## config.mk

```make
export PLATFORM = sky130hd
export DESIGN_NAME = shift_seq8
export DESIGN_NICKNAME = d
export VERILOG_FILES = /design/src/rtl/shift_seq8.sv
export SDC_FILE = /design/constraint.sdc
export NUM_CORES = 1
export LEC_CHECK = 0
export CELL_PAD_IN_SITES_DETAIL_PLACEMENT = 1
export CELL_PAD_IN_SITES_GLOBAL_PLACEMENT = 1
export CORE_ASPECT_RATIO = 1.75
export CORE_MARGIN = 2
export CORE_UTILIZATION = 30
export DETAILED_ROUTE_END_ITERATION = 8
export GPL_TIMING_DRIVEN = 0
export PLACE_DENSITY = 0.8
export SYNTH_ARGS = -nofsm -noshare
export SYNTH_HDL_FRONTEND = slang
export SYNTH_SLANG_ARGS = --single-unit
```

## constraint.sdc

```tcl
create_clock -name clk -period 2 [get_ports clk]
set_input_delay 0.5 -clock clk [delete_from_list [all_inputs] [get_ports clk]]
set_output_delay 0.5 -clock clk [all_outputs]
set_load 0.1 [all_outputs]
```

## src/rtl/shift_seq8.sv

```systemverilog
// rtl/shift_seq8.sv - sequencer issuing multi-step shifts to an 8-bit 3-bit/cycle shifter
//
// Purpose: accepts one shift request (kind/amt/data), loads the operand into the
// shifter, then issues shift steps of up to 3 bits until amt is consumed, and
// returns the result with a one-cycle done pulse.
//
// Ports:
//   clk       rising-edge clock shared with the shifter
//   reset     synchronous active-high reset
//   start     request strobe, sampled only while ready=1
//   kind      00 LSL, 01 LSR, 10 ASR, 11 reserved (error, operand returned unshifted)
//   amt       total shift amount
//   data      operand
//   ready     idle and accepting a request
//   busy      ~ready
//   done      one-cycle pulse, result valid
//   err       one-cycle pulse with done for kind=11
//   result    registered result, held between done pulses
//   sh_op     shifter op: NOP 000, LOAD 001, LSL 010, LSR 011, ASR 100
//   sh_shamt  shifter step amount (0..3)
//   sh_d_in   shifter load data
//   sh_d_out  shifter registered output
module shift_seq8 #(
  parameter int AMT_W = 3
) (
  input  logic             clk,
  input  logic             reset,
  input  logic             start,
  input  logic [1:0]       kind,
  input  logic [AMT_W-1:0] amt,
  input  logic [7:0]       data,
  output logic             ready,
  output logic             busy,
  output logic             done,
  output logic             err,
  output logic [7:0]       result,
  output logic [2:0]       sh_op,
  output logic [1:0]       sh_shamt,
  output logic [7:0]       sh_d_in,
  input  logic [7:0]       sh_d_out
);

  typedef enum logic [1:0] {
    S_IDLE  = 2'd0,
    S_LOAD  = 2'd1,
    S_SHIFT = 2'd2,
    S_DONE  = 2'd3
  } state_t;

  state_t           r_state;
  state_t           w_next;
  logic [7:0]       r_data;
  logic [1:0]       r_kind;
  logic [AMT_W-1:0] r_rem;
  logic             r_err_flag;
  logic [7:0]       r_result;
  logic             r_done;
  logic             r_err;
  logic [1:0]       w_step;
  logic [AMT_W-1:0] w_rem_next;
  logic             w_accept;

  // Step size is min(rem, 3); the low two bits are exact whenever rem <= 3.
  assign w_step     = (r_rem > AMT_W'(3)) ? 2'd3 : r_rem[1:0];
  assign w_rem_next = r_rem - AMT_W'(w_step);

  // done is registered at the edge that leaves DONE, so the result is valid
  // alongside it; ready is held low for that cycle so it rises one cycle later.
  assign ready    = (r_state == S_IDLE) && !r_done;
  assign busy     = ~ready;
  assign w_accept = ready && start;
  assign done     = r_done;
  assign err      = r_err;
  assign result   = r_result;

  always_comb begin
    w_next   = r_state;
    sh_op    = 3'b000;
    sh_shamt = 2'd0;
    sh_d_in  = 8'h00;
    case (r_state)
      S_IDLE: begin
        if (w_accept) w_next = S_LOAD;
      end
      S_LOAD: begin
        sh_op   = 3'b001;
        sh_d_in = r_data;
        w_next  = (r_rem == '0) ? S_DONE : S_SHIFT;
      end
      S_SHIFT: begin
        case (r_kind)
          2'b00:   sh_op = 3'b010;
          2'b01:   sh_op = 3'b011;
          default: sh_op = 3'b100;
        endcase
        sh_shamt = w_step;
        if (w_rem_next == '0) w_next = S_DONE;
      end
      S_DONE: begin
        w_next = S_IDLE;
      end
      default: w_next = S_IDLE;
    endcase
  end

  always_ff @(posedge clk) begin
    if (reset) begin
      r_state    <= S_IDLE;
      r_data     <= 8'h00;
      r_kind     <= 2'b00;
      r_rem      <= '0;
      r_err_flag <= 1'b0;
      r_result   <= 8'h00;
      r_done     <= 1'b0;
      r_err      <= 1'b0;
    end else begin
      r_state <= w_next;
      r_done  <= 1'b0;
      r_err   <= 1'b0;
      case (r_state)
        S_IDLE: begin
          if (w_accept) begin
            r_data <= data;
            r_kind <= kind;
            // Reserved kind: no shift steps, operand is returned with err.
            r_rem      <= (kind == 2'b11) ? '0 : amt;
            r_err_flag <= (kind == 2'b11);
          end
        end
        S_SHIFT: begin
          r_rem <= w_rem_next;
        end
        S_DONE: begin
          r_result <= sh_d_out;
          r_done   <= 1'b1;
          r_err    <= r_err_flag;
        end
        default: ;
      endcase
    end
  end

endmodule
```

* Word-level counts from Yosys, hierarchy flattened
Index checks and enable logic that the tools add are counted.
** Word-level totals
- Bits in registers :: 26
- Input bits :: 24
- Output and inout bits :: 25
- Logic and storage cells :: 44
** Operators by class
- Add/subtract/negate cells :: 1
- $lt $le $gt $ge :: 1
- Equal/unequal tests :: 7
- Muxes and demuxes :: 13
- Bitwise operators :: 2
- Reduce and logical (&&, ||, !) cells :: 12
** Operators by type and width (number)
- 3-bit one-hot mux with 2 select lines :: 3
- 2-bit two-way mux :: 4
- 8-bit two-way mux :: 1
- 2-bit one-hot mux with 4 select lines :: 1
- 2-bit == test (second input constant) :: 3
- 3-bit zero test :: 2
- 3-bit two-way mux :: 2
- 2-bit AND reduction :: 3
- 2-bit by 1-bit == test with 1-bit output (second input constant) :: 2
- 2-bit zero test :: 2
- 2-bit != test (second input constant) :: 2
- 3-bit by 2-bit > comparator with 1-bit output (second input constant) :: 1
- 3-bit by 2-bit subtractor with 3-bit output :: 1
- 1-bit logical AND :: 2
- 1-bit two-way mux :: 2
- 1-bit inverter :: 2
- 2-bit nonzero test :: 1
- 2-bit OR reduction :: 1
- 1-bit zero test :: 1

* Logic depth before layout (Yosys ltp)
Gate-level depths: netlist of the first run.
- Depth after elaboration :: 6
- Mapped depth :: 8

* Worst setup path after synthesis of the first run
OpenSTA, ideal clock, no wires.
- Path kind :: register to output
- Start :: reg r_state[1]
- End :: out sh_op[0]
- Arrival :: 3021 ps
- Required time :: 1500 ps
- Setup slack :: -1521 ps
- Stages on the path, launching flop included :: 6
- Path through :: dfxtp_1 inv_1 ha_1 nand2_1 nor2_1 a22o_1
** On the way
- Cells in the longest elaborated chain, start to end :: 2
- Elaborated cells on any way between the ends :: 3
- Classes of those cells :: eq/ne (2); mux (1)
** Ends and longest elaborated chain
- start, declared :: line 50 : state_t r_state;
- start signal, assigned :: line 117 : r_state <= w_next;
- 2-bit == test or 2-bit by 1-bit == test with 1-bit output (tied branches) :: line 81 : case (r_state)
- 3-bit one-hot mux with 2 select lines * :: line 81
- end, declared :: line 37 : output logic [2:0] sh_op,
Mark *: on every way between the ends. The rest lies on a longest branch, timed or not.

* Final worst setup path of the first run
- Start :: reg r_state[0]
- End :: out sh_op[0]
The elaborated chain is that of the path after synthesis.

==> out/results.tsv, run 1 <==
metric	value	unit
dpl.cell_count	233	
synth_fa_ha_area_frac	0.06296	
gp_congestion	0.7338	
final_cell_mix	23 x nand2_1, 23 x dfxtp_1, 22 x clkdlybuf4s50_1, 16 x nor2_1, 11 x a21oi_1	
rsz0062_at_grt	yes	
syn_avg_cell_area	8.641	µm²
synthFlopType	dfxtp_1	
via_count	1189	
rr_endpoint	r_state[0]	
clkSlewWorstSetupHoldPaths	0.09	ns
finalPower	0.002769	W
hold_start	r_data[7]	
final_max_slew_viol_count	0	
final_cells	241	
die_w	51.66	µm
fin_util	0.5078	
grtUsageTotal	0.1722	
start_util	0.3114	
synth_top_family_by_area	simple AND/OR/NAND/NOR gates	
via_per_inst	4.934	
min_to	r_data[7]	
drive_gt1_frac	0.2539	
place_area	1760	µm²
worstPathRequired	1.50	ns
drc	0	
fmax	504.9	MHz
ys_warn_count	0	
wl_per_cell	15.22	µm
synth.net_count	168	
hpwl	2809	µm
min_path_cells	2	
core_area	3829	µm²
power_density	1424	nW/µm²
endpoint_kind	output port	
timing.rr.start	r_rem[2]	
skew	0.003007	ns
antenna_cells	0	
worstSetupStartpointType	flop	
synth_mux_area_frac	0.07555	
status	finished, final reports clean	
grt_pass1_wl	5754	µm
synth_seq_cells	26	
post-route-cell-area	1944	µm²
finalCriticalPeriod	1.980	ns
p_leak	0.7793	nW
hold_class	reg -> reg	
cts_buffer_depth	2	
final_nets	224	
reg2regPathDepth	6	
worstMarginPinSlew	0.9788	ns
first_iter_violations	26	
finalSetupViolCount	0	
grt_overflow	0	
synth_compound_area_frac	0.1186	
cts_hold_buffers	0	
cts.sinks	26	
antenna_found_initial	0	
cts_buffers	3	
fp.dieH	87.40	µm
synthCells	138	
cp.arrival	1.48	ns
yosys.area_share.simple	0.2665	
finalHoldViolations	0	
grt_max_degree	16	
dr.pass1.iters	4	
slew_headroom	0.3500	
grt_pass1_vias	1247	
yosysSeqAreaShare	0.4365	
wirelength	3667	µm
holdWs	0.4569	ns
cts_root_buf	clkbuf_8	
nFillCells	449	
top_level_ports	49	
io_buffers	47	
synth_edf_count	0	
ant_nets	0	
crit_fanout	5	
yosysUniqueCellTypes	26	
synth_xor_xnor_area_share	0	
reg2reg_slack	0.41	ns
maxCapViolations	0	
die-area	4515	µm²
synth_area	1192	µm²
tritoncts	built	
clk_latency	0.27	ns
async_reset_ff_frac	0	
core.rowCount	30	
period_share	0.9902	
htreeDepth	1	
critPathKind	reg -> out	
peakVddDrop	1073	µV
syn2layout_area_growth	63.06	%
metrics by stage:
step / worst slack [ns] / setup TNS (ns)
after floorplan: -0.2447 / -0.2447
final: 0.01956 / 0
after CTS: -0.1660 / -0.2998
after global routing: -0.02763 / -0.04272
after global placement: -0.7829 / -9.334
after detailed placement: -0.8535 / -10.43
routing by layer:
layer  vias to the layer above  share of wire  track usage
met5                         -              0            0
met4                         0          0.022       0.1100
met3                         8          0.033      0.02234
met2                        29           0.61       0.3240
met1                       586           0.33       0.1683
li1                        566              -            -
cell usage after synthesis, types with 2 or more instances:
master    number  area, µm²
inv_1          3      11.26
ha_1           6      75.07
a21oi_1       11      55.05
nand2_1       24      90.09
a311oi_1       4      35.03
dfxtp_1       26      520.5
nand3_1        5      25.02
inv_2          2      7.510
clkbuf_1       3      11.26
buf_2          2      10.01
or2b_1         2      15.01
mux2i_1        9      90.09
and2_1        10      62.56
nor2_1        19      71.32
worst max path at each step:
stage	start	end	slack [ns]
6_report	r_state[0]	sh_op[0]	0.02
5_1_grt	r_state[0]	sh_op[0]	-0.03
4_1_cts	r_state[1]	sh_op[0]	-0.17
3_5_place_dp	r_state[1]	sh_op[0]	-0.85
3_3_place_gp	r_state[1]	sh_op[0]	-0.78
2_1_floorplan	r_state[1]	sh_op[0]	-0.24
flip-flops by register name, summed over array words and instances (netlist names):
register / flops
done: 1
err: 1
r_data: 8
r_err_flag: 1
r_kind: 2
r_rem: 3
r_state: 2
result: 8
logic make-up (layout without fill, tap and decap cells):
logic type	Yosys count	after routing
AO/OA/AOI/OAI	20	20
adder cells (fa/ha/maj)	6	6
buffers and inverters	11	66
flip-flops	26	26
multiplexers	9	9
AND/OR/NAND/NOR	66	66
area by class of cell:
type                       instances  area [µm²]  share of cell area
multi-input combinational        101       705.7              0.3629
sequential                        26       529.3              0.2722
timing repair buffer              51       525.5              0.2703
tap                               48       60.06             0.03089
clock buffer                       3       41.29             0.02124
clock inverter                     1       30.03             0.01544
buffer                             6       28.78             0.01480
inverter                           5       23.77             0.01223
critical path, stage by stage (launching register included):
cell	delay (ns)
dfxtp_4	0.41
inv_6	0.06
ha_4	0.27
nand2_4	0.07
nor2_4	0.03
a22o_4	0.22
buf_12	0.16
where the power goes:
group	switching, W	internal, W
combinational	0.00109	0.000542
clock	0.000167	0.000268
sequential	0.0000839	0.000619
total	0.00134	0.00143
what timing repair did:
item	in CTS	in global routing
resized for setup	126	19
setup buffers	0	4
setup endpoints to repair	25	20
cloned	0	0
Power figures use the tool's default switching activity.
==> run 2, diff against run 1 <==
--- a/config.mk
+++ b/config.mk
@@ -12,6 +12,7 @@
 export CORE_UTILIZATION = 30
 export DETAILED_ROUTE_END_ITERATION = 8
 export GPL_TIMING_DRIVEN = 0
+export MAX_ROUTING_LAYER = met4
 export PLACE_DENSITY = 0.8
 export SYNTH_ARGS = -nofsm -noshare
 export SYNTH_HDL_FRONTEND = slang
==> out/results.tsv, run 2 (synthesis results as in run 1) <==
metric	value	unit	change
hpwl	2809	µm	unchanged
hold_class	reg -> reg		
cp.arrival	1.48	ns	about the same
nFillCells	449		unchanged
grt_pass1_wl	5782	µm	+0.49%
fp.dieH	87.40	µm	unchanged
fin_setup_tns	0	ns	unchanged
worstSetupStartpointType	flop		
worstMarginPinSlew	0.9788	ns	unchanged
wirelength	3657	µm	-0.27%
p_leak	0.7793	nW	unchanged
power_density	1423	nW/µm²	-0.11%
cts_buffers	3		unchanged
cts.sinks	26		unchanged
maxCapViolations	0		unchanged
tritoncts	built		
via_per_inst	4.942		+0.17%
grt_pass1_vias	1245		-0.16%
cts_root_buf	clkbuf_8		
core.rowCount	30		unchanged
start_util	0.3114		unchanged
antenna_cells	0		unchanged
wl_per_cell	15.17	µm	-0.27%
drc	0		unchanged
gp_congestion	0.7428		+1.2%
dr.pass1.iters	4		unchanged
final_nets	224		unchanged
endpoint_kind	output port		
antenna_found_initial	0		unchanged
cts_buffer_depth	2		unchanged
rr_endpoint	r_state[0]		
timing.rr.start	r_rem[2]		
finalSetupViolCount	0		unchanged
final_cell_mix	23 x nand2_1, 23 x dfxtp_1, 22 x clkdlybuf4s50_1, 16 x nor2_1, 11 x a21oi_1		
critPathKind	reg -> out		
top_level_ports	49		unchanged
io_buffers	47		unchanged
die-area	4515	µm²	unchanged
final_max_slew_viol_count	0		unchanged
peakVddDrop	1070	µV	-0.37%
clkSlewWorstSetupHoldPaths	0.09	ns	about the same
reg2regPathDepth	6		unchanged
drive_gt1_frac	0.2539		unchanged
rsz0062_at_grt	yes		
grt_max_degree	16		unchanged
slew_headroom	0.3500		unchanged
die_w	51.66	µm	unchanged
fmax	505.5	MHz	+0.11%
status	finished, final reports clean		
period_share	0.9891		-0.001129
finalHoldViolations	0		unchanged
clk_latency	0.27	ns	about the same
grt_overflow	0		unchanged
worstPathRequired	1.50	ns	about the same
core_area	3829	µm²	unchanged
cp-startpoint	r_state[0]		
cts_hold_buffers	0		unchanged
reg2reg_slack	0.40	ns	about the same
via_count	1191		+0.17%
htreeDepth	1		unchanged
skew	0.003352	ns	+0.0003446 ns
setup.worst_path.end	sh_op[0]		
finalCriticalPeriod	1.978	ns	-0.002258 ns
final_cells	241		unchanged
crit_fanout	5		unchanged
ant_nets	0		unchanged
grtUsageTotal	0.1773		+0.005159
first_iter_violations	23		-12%
syn2layout_area_growth	63.06	%	unchanged
dpl.cell_count	233		unchanged
==> run 2: cell counts in the layout (fill, tap and decap cells not counted) <==
No cell type changed its count.
==> run 2: worst max-delay path, cell delays in order, from the launching register on <==
cell,delay [ns]
dfxtp_4,0.40
inv_6,0.06
ha_4,0.27
nand2_4,0.07
nor2_4,0.03
a22o_4,0.22
buf_12,0.16
==> run 2: final cells by class <==
type | instances | area (µm²) | area share
inverter | 5 | 23.77 | 0.01223
multi-input combinational | 101 | 705.7 | 0.3629
sequential | 26 | 529.3 | 0.2722
clock inverter | 1 | 30.03 | 0.01544
clock buffer | 3 | 41.29 | 0.02124
timing repair buffer | 51 | 525.5 | 0.2703
tap | 48 | 60.06 | 0.03089
buffer | 6 | 28.78 | 0.01480
==> run 2: power breakdown <==
part,internal [W],switching (W),total [W]
clock network,0.000268,0.000165,0.000432
registers,0.000619,0.0000839,0.000703
logic,0.000542,0.00109,0.00163
==> run 2: layer usage <==
metal | up-vias | global-route usage | share of wire
met4 | 0 | 0.1100 | 0.022
met3 | 8 | 0.02234 | 0.032
met2 | 29 | 0.3228 | 0.61
li1 | 566 | - | -
met1 | 588 | 0.1704 | 0.33
met5 | - | - | 0
==> run 2: worst min-delay path by stage <==
stage                     startpoint         to  slack [ns]  cells past startpoint
after floorplan           r_err_flag        err        0.43                      1
after global placement     r_data[4]  r_data[4]        0.44                      2
after detailed placement   r_data[3]  r_data[3]        0.44                      2
after CTS                  r_data[3]  r_data[3]        0.46                      2
after global routing       r_data[2]  r_data[2]        0.49                      2
final                      r_data[7]  r_data[7]        0.46                      2
==> run 2: metrics by stage <==
step / hold WS (ns) / setup WS (ns) / cell area, µm² / power [W] / util
finish: 0.4570 / 0.02182 / 1944 / 0.002766 / 0.5078
global route: 0.4862 / -0.02763 / 1944 / 0.002912 / 0.5078
CTS: 0.4558 / -0.1660 / 1872 / 0.002649 / 0.4889
detailed placement: 0.4429 / -0.8535 / 1760 / 0.002151 / 0.4598
global placement: 0.4388 / -0.7829 / 1760 / 0.002084 / 0.4598
floorplan: 0.4301 / -0.2447 / 1230 / 0.001791 / -
==> run 2: timing repair <==
action,in CTS,in global routing
gates resized for setup,126,19
pin swaps,0,0
setup buffers,0,4
hold endpoints to repair,0,0
gates cloned,0,0
endpoints found under the setup margin,25,20
